`config.mk`:
```
export PLATFORM = sky130hd
export DESIGN_NAME = ua_tx_param
export DESIGN_NICKNAME = d
export VERILOG_FILES = /design/src/rtl/ua_pkg.sv /design/src/rtl/ua_tx_fifo.sv /design/src/rtl/ua_tx_param.sv
export SDC_FILE = /design/constraint.sdc
export NUM_CORES = 1
export LEC_CHECK = 0
export ABC_AREA = 1
export CORE_MARGIN = 2
export CORE_UTILIZATION = 61
export CTS_CLUSTER_DIAMETER = 40
export DETAILED_ROUTE_END_ITERATION = 10
export PLACE_DENSITY = 0.85
export SLEW_MARGIN = 10
export SYNTH_ARGS = -nofsm -noshare
export SYNTH_HDL_FRONTEND = slang
export SYNTH_SLANG_ARGS = --single-unit
```
`constraint.sdc`:
```
create_clock -name clk -period 3.6 [get_ports clk]
set_input_delay 0.72 -clock clk [delete_from_list [all_inputs] [get_ports clk]]
set_output_delay 0.72 -clock clk [all_outputs]
set_load 0.02 [all_outputs]
```
`src/rtl/ua_pkg.sv`:
```
// Shared UART definitions: FSM state encoding, parity modes and the parity helper.
// Intended for reuse by the matching receiver.
package ua_pkg;

  localparam logic [2:0] ST_IDLE  = 3'd0;
  localparam logic [2:0] ST_START = 3'd1;
  localparam logic [2:0] ST_DATA  = 3'd2;
  localparam logic [2:0] ST_PAR   = 3'd3;
  localparam logic [2:0] ST_STOP  = 3'd4;

  typedef enum logic [2:0] {
    S_IDLE  = ST_IDLE,
    S_START = ST_START,
    S_DATA  = ST_DATA,
    S_PAR   = ST_PAR,
    S_STOP  = ST_STOP
  } tx_state_e;

  localparam int PAR_NONE = 0;
  localparam int PAR_EVEN = 1;
  localparam int PAR_ODD  = 2;

  // Zero-extended upper bits do not disturb the reduction XOR.
  function automatic logic frame_parity(input logic [8:0] data, input int mode);
    logic p;
    p = ^data;
    if (mode == PAR_ODD) begin
      return ~p;
    end else begin
      return p;
    end
  endfunction

endpackage

```
`src/rtl/ua_tx_fifo.sv`:
```
// Show-ahead synchronous FIFO feeding the UART transmitter.
// Push is refused when full and pop when empty, so the count never wraps.
module ua_tx_fifo
  import ua_pkg::*;
#(
  parameter int W     = 8,
  parameter int DEPTH = 4
) (
  input  logic                       clk,
  input  logic                       rst,
  input  logic                       push,
  input  logic                       pop,
  input  logic [W-1:0]               wdata,
  output logic [W-1:0]               rdata,
  output logic                       full,
  output logic                       empty,
  output logic [$clog2(DEPTH+1)-1:0] count
);

  localparam int PW = $clog2(DEPTH);
  localparam int CW = $clog2(DEPTH+1);

  logic [W-1:0]  mem_r [DEPTH];
  logic [PW-1:0] wr_ptr_r;
  logic [PW-1:0] rd_ptr_r;
  logic [CW-1:0] count_r;
  logic          do_push_s;
  logic          do_pop_s;

  assign full      = (count_r == CW'(DEPTH));
  assign empty     = (count_r == CW'(0));
  assign count     = count_r;
  assign rdata     = mem_r[rd_ptr_r];
  assign do_push_s = push && !full;
  assign do_pop_s  = pop && !empty;

  // Pointer and occupancy tracking; power-of-two depth lets the pointers wrap naturally.
  always_ff @(posedge clk or posedge rst) begin
    if (rst) begin
      wr_ptr_r <= PW'(0);
      rd_ptr_r <= PW'(0);
      count_r  <= CW'(0);
    end else begin
      if (do_push_s) begin
        wr_ptr_r <= wr_ptr_r + PW'(1);
      end
      if (do_pop_s) begin
        rd_ptr_r <= rd_ptr_r + PW'(1);
      end
      case ({do_push_s, do_pop_s})
        2'b10:   count_r <= count_r + CW'(1);
        2'b01:   count_r <= count_r - CW'(1);
        default: count_r <= count_r;
      endcase
    end
  end

  // Storage write port.
  always_ff @(posedge clk) begin
    if (do_push_s) begin
      mem_r[wr_ptr_r] <= wdata;
    end
  end

endmodule

```
`src/rtl/ua_tx_param.sv`:
```
// Parametrised UART transmitter: FIFO-buffered words serialised LSB-first on baud ticks,
// with optional even/odd parity and one or two stop bits.
module ua_tx_param
  import ua_pkg::*;
#(
  parameter int DATA_W     = 8,
  parameter int PARITY     = 0,
  parameter int STOP_BITS  = 1,
  parameter int FIFO_DEPTH = 4
) (
  input  logic                            clk,
  input  logic                            rst,
  input  logic                            enable,
  input  logic                            din_valid,
  input  logic [DATA_W-1:0]               din_byte,
  output logic                            din_ready,
  output logic                            ser_out,
  output logic                            tx_busy,
  output logic                            uart_ready,
  output logic                            frame_done,
  output logic [$clog2(FIFO_DEPTH+1)-1:0] fifo_count
);

  localparam int BW = $clog2(DATA_W);

  if (DATA_W < 5 || DATA_W > 9) begin : g_bad_data_w
    $fatal(1, "ua_tx_param: DATA_W must be within 5..9");
  end
  if (PARITY < 0 || PARITY > 2) begin : g_bad_parity
    $fatal(1, "ua_tx_param: PARITY must be 0, 1 or 2");
  end
  if (STOP_BITS < 1 || STOP_BITS > 2) begin : g_bad_stop
    $fatal(1, "ua_tx_param: STOP_BITS must be 1 or 2");
  end
  if (FIFO_DEPTH < 2 || (FIFO_DEPTH & (FIFO_DEPTH - 1)) != 0) begin : g_bad_depth
    $fatal(1, "ua_tx_param: FIFO_DEPTH must be a power of two >= 2");
  end

  tx_state_e         state_r;
  tx_state_e         state_n;
  logic [DATA_W-1:0] sh_r;
  logic [DATA_W-1:0] sh_n;
  logic              par_r;
  logic              par_n;
  logic [BW-1:0]     bit_cnt_r;
  logic [BW-1:0]     bit_cnt_n;
  logic              stop_cnt_r;
  logic              stop_cnt_n;
  logic              ser_r;
  logic              ser_n;
  logic              pop_s;
  logic              done_s;
  logic              full_s;
  logic              empty_s;
  logic [DATA_W-1:0] rdata_s;

  ua_tx_fifo #(
    .W     (DATA_W),
    .DEPTH (FIFO_DEPTH)
  ) u_fifo (
    .clk   (clk),
    .rst   (rst),
    .push  (din_valid),
    .pop   (pop_s),
    .wdata (din_byte),
    .rdata (rdata_s),
    .full  (full_s),
    .empty (empty_s),
    .count (fifo_count)
  );

  assign din_ready  = !full_s;
  assign ser_out    = ser_r;
  assign tx_busy    = (state_r != S_IDLE);
  assign uart_ready = (state_r == S_IDLE) && empty_s;
  assign frame_done = done_s;

  // State and datapath registers; the line is forced idle-high by reset.
  always_ff @(posedge clk or posedge rst) begin
    if (rst) begin
      state_r    <= S_IDLE;
      sh_r       <= DATA_W'(0);
      par_r      <= 1'b0;
      bit_cnt_r  <= BW'(0);
      stop_cnt_r <= 1'b0;
      ser_r      <= 1'b1;
    end else begin
      state_r    <= state_n;
      sh_r       <= sh_n;
      par_r      <= par_n;
      bit_cnt_r  <= bit_cnt_n;
      stop_cnt_r <= stop_cnt_n;
      ser_r      <= ser_n;
    end
  end

  // Next-state logic; ser_n always carries the bit of the state being entered.
  always_comb begin
    state_n    = state_r;
    sh_n       = sh_r;
    par_n      = par_r;
    bit_cnt_n  = bit_cnt_r;
    stop_cnt_n = stop_cnt_r;
    ser_n      = ser_r;
    pop_s      = 1'b0;
    done_s     = 1'b0;
    if (enable) begin
      case (state_r)
        S_IDLE: begin
          if (!empty_s) begin
            pop_s   = 1'b1;
            sh_n    = rdata_s;
            par_n   = frame_parity(9'(rdata_s), PARITY);
            state_n = S_START;
            ser_n   = 1'b0;
          end else begin
            ser_n = 1'b1;
          end
        end
        S_START: begin
          state_n   = S_DATA;
          ser_n     = sh_r[0];
          bit_cnt_n = BW'(0);
        end
        S_DATA: begin
          if (bit_cnt_r != BW'(DATA_W - 1)) begin
            sh_n      = sh_r >> 1;
            ser_n     = sh_r[1];
            bit_cnt_n = bit_cnt_r + BW'(1);
          end else if (PARITY != PAR_NONE) begin
            state_n = S_PAR;
            ser_n   = par_r;
          end else begin
            state_n    = S_STOP;
            ser_n      = 1'b1;
            stop_cnt_n = 1'b0;
          end
        end
        S_PAR: begin
          state_n    = S_STOP;
          ser_n      = 1'b1;
          stop_cnt_n = 1'b0;
        end
        S_STOP: begin
          if (stop_cnt_r != 1'(STOP_BITS - 1)) begin
            stop_cnt_n = 1'b1;
            ser_n      = 1'b1;
          end else begin
            done_s = 1'b1;
            // A queued word starts immediately so frames run back-to-back.
            if (!empty_s) begin
              pop_s   = 1'b1;
              sh_n    = rdata_s;
              par_n   = frame_parity(9'(rdata_s), PARITY);
              state_n = S_START;
              ser_n   = 1'b0;
            end else begin
              state_n = S_IDLE;
              ser_n   = 1'b1;
            end
          end
        end
        default: begin
          state_n = S_IDLE;
          ser_n   = 1'b1;
        end
      endcase
    end else begin
      state_n = state_r;
    end
  end

endmodule

```
==> run_results.csv <==
group,metric,value,unit
timing,rsz0062_at_grt,"no",
cells_and_area,drive_gt1_frac,0.0932,
timing,hold_viol,0,
routing,routed_via_density,5.29,
timing,max_freq,0.336,GHz
placement,port_buffers,19,
setup_path,critPathMaxStageDelay,0.63,ns
yosys,syn_inst,257,
clock_network,post_cts_buffers,0,
power,powerDensity,839,mW/mm²
timing,tightest_slew,0.849,ns
cells_and_area,area_growth,13.0,%
setup_path,crit_type,"input port to output pin",
global_routing,grt_pass1_wl,7.41,mm
routing,vias,1740,
power,combPwrFrac,0.408,
cells_and_area,antenna_cells,0,
setup_path,critPathLaunchType,"input port",
global_routing,grt_antenna_before_repair,0,
power,seqPwrFrac,0.427,
clock_network,clk_pin_slew,0.09,ns
timing,setup_ws,0.623,ns
die,num_rows,23,
placement,dpl_worst_slack,0.637,ns
setup_path,crit_chain,"clkdlybuf4s50_1 > inv_2 > nor3_1 > clkdlybuf4s50_1",
die,die_w,68.1,µm
setup_path,critPathBufInv,3,
clock_network,cts_buffer_depth,2,
setup_path,path_max_fanout,6,
placement,gp_congestion,0.802,
die,die_area,0.00464,mm²
timing,setup_viol,0,
setup_path,cpMaxStageDelayCell,"clkdlybuf4s50_1",
clock_network,root_buffer,"clkbuf_8",
clock_network,cts-buffers-inserted,5,
status,status,"finished clean",
clock_network,clock_sinks,54,
timing,period_minus_slack,2.98,ns
yosys,yosysWarnings,0,
yosys,synth.ff_latch_count,54,
timing,tns,0,ns
global_routing,grtUsageTotal,0.223,
routing,first_pass_iters,4,
die,io_pins,20,
setup_path,cpMostUsedCell,"clkdlybuf4s50_1",
yosys,synth_cell_types,30,
routing,drt_iter0_markers,154,
yosys,yosysSeqAreaShare,0.603,
yosys,syn_area_per_cell,9.76,µm²
setup_path,worstPathArrival,2.26,ns
global_routing,grt.overflow.total,0,
power,pwr-share-clk,0.165,
yosys,synth_top_area_share,0.383,
global_routing,grt_pass1_vias,1660,
hold_path,worstHoldPathType,"flip-flop to flip-flop",
timing,relSlewSlack,0.434,
yosys,syn_area,0.00251,mm²
timing,slew_viol_final,0,
setup_path,cpLargestDelayFamily,"buffers and inverters",
power,p_int,0.00143,W
timing,clock-skew-final,0.00577,ns
power,worst_ir_drop_vdd,510,µV
die,die_y,68.1,µm
setup_path,critPathRequiredTime,2.88,ns
power,switching_share,0.401,
routing,wl_per_cell,13.6,µm
clock_network,postCtsHoldBufs,0,
power,p_leak,1.32,nW
yosys,synth_fp_nets,277,
yosys,synthTopCellsByArea,"edfxtp_1 38%, dfrtp_1 21%, nand2_1 14%",
flow_run,drv_cap,0,
yosys,synth_area_leader_cell,"edfxtp_1",
routing,drtAntennaViolNets,0,
placement,dpl.hpwl,3.18,mm
cells_and_area,final_net_count,298,
clock_network,postCtsResizedCells,0,
die,coreArea,0.00397,mm²
clock_network,clock_latency,0.30,ns
timing,period_share,0.827,
routing,drc,0,
clock_network,cts_tree,"yes",
cells_and_area,post-route-util,0.714,
setup_path,cp-end-kind,"output pin",
die,initial_core_util,0.632,
clock_network,htree_levels,2,
global_routing,grt_max_degree,23,
power,power_switching,0.000953,W
routing,routed_wl,4.48,mm
-- worst paths after layout --
path                                              from                        endpoint  slack (ns)  cells past startpoint
worst max-delay path                            enable                      frame_done        0.62                      4
worst min-delay path               sh_r[3]$_DFFE_PP0P_             sh_r[3]$_DFFE_PP0P_        0.49                      2
worst max register to register  state_r[1]$_DFFE_PP0P_     u_fifo.count[2]$_DFFE_PP0P_        1.48                     11
worst min register to register     sh_r[3]$_DFFE_PP0P_             sh_r[3]$_DFFE_PP0P_        0.49                      2
max in group asynchronous                          rst             sh_r[3]$_DFFE_PP0P_        2.20                      2
min in group asynchronous                          rst  u_fifo.wr_ptr_r[0]$_DFFE_PP0P_        0.88                      2
-- cells in the final DEF (no fill, tap or decap), types with 2 or more instances in the layout --
cell | netlist | layout
clkbuf_1 | 1 | 2
nand4_1 | 2 | 2
xor2_1 | 3 | 3
nor2_1 | 14 | 14
dfrtp_1 | 21 | 21
edfxtp_1 | 32 | 32
nand3_2 | 2 | 2
clkdlybuf4s50_1 | 0 | 19
ha_1 | 7 | 7
nand2_2 | 5 | 5
nand3_1 | 27 | 27
nor2_2 | 2 | 2
inv_1 | 22 | 22
o21ai_0 | 2 | 2
nand2_1 | 92 | 92
a21oi_1 | 4 | 4
o21ai_1 | 2 | 2
inv_2 | 5 | 5
clkbuf_8 | 0 | 5
-- logic make-up after synthesis --
| logic type | after synthesis | share of synthesized area |
|---|---|---|
| AND/OR/NAND/NOR | 150 | 0.267 |
| flip-flops | 54 | 0.603 |
| buffers and inverters | 32 | 0.0534 |
| AO/OA/AOI/OAI | 8 | 0.0160 |
| adder cells (fa/ha/maj) | 8 | 0.0429 |
| XOR/XNOR | 4 | 0.0140 |
| multiplexers | 1 | 0.00399 |
-- per-layer routing --
layer	GRT usage	up-vias	wire length, µm
li1	-	874	-
met1	0.293	816	2040
met2	0.363	44	2230
met3	0.0362	6	150
met4	0.108	0	66
met5	0	-	0
-- cell type report --
type	instances	area [µm²]
tap	50	62.6
clock inverter	1	30.0
multi-input combinational	171	862
timing repair buffer	19	190
sequential	54	1510
clock buffer	7	76.3
fill	284	1140
inverter	27	101
-- registers in the layout, indices dropped and copies added (netlist names) --
register,count
bit_cnt_r,3
ser_out,1
sh_r,8
state_r,3
u_fifo.count,3
u_fifo.mem_r,32
u_fifo.rd_ptr_r,2
u_fifo.wr_ptr_r,2
-- power by group through the flow --
stage	Combinational, W	Clock (W)	Sequential (W)
floorplan	0.000738	0	0.000983
global placement	0.000933	0	0.00102
detailed placement	0.000974	0	0.00103
CTS	0.000982	0.000396	0.00101
global route	0.00111	0.000417	0.00104
finish	0.000971	0.000392	0.00102
-- worst min-delay path, cell delays in order (launching register included) --
cell,delay (ns)
dfrtp_1,0.35
nand2_1,0.05
nand2_1,0.06
-- metrics by stage --
stage	instances	total power (W)	hold WS [ns]	instance area, µm²
finish	329	0.00238	0.487	2840
global route	329	0.00257	0.521	2840
CTS	329	0.00239	0.489	2840
detailed placement	321	0.00200	0.467	2730
global placement	321	0.00195	0.462	2730
floorplan	257	0.00172	0.449	2510
-- cells in the mapped netlist --
library cell / n
nor2_1: 14
mux2i_1: 1
ha_1: 7
nor3_1: 1
o21ai_1: 2
xor2_1: 3
xnor2_1: 1
fa_1: 1
nor2_4: 1
nand4_2: 1
or2_2: 1
nor2_2: 2
buf_2: 2
dfrtp_1: 21
o21ai_0: 2
nand2_2: 5
nand2_1: 92
nand4_1: 2
clkbuf_1: 1
buf_4: 1
edfxtp_1: 32
or2_4: 1
a21oi_1: 4
buf_6: 1
nand3_2: 2
inv_2: 5
inv_1: 22
dfstp_2: 1
nand3_1: 27
nor3_4: 1
(Power assumes the default switching activity.)
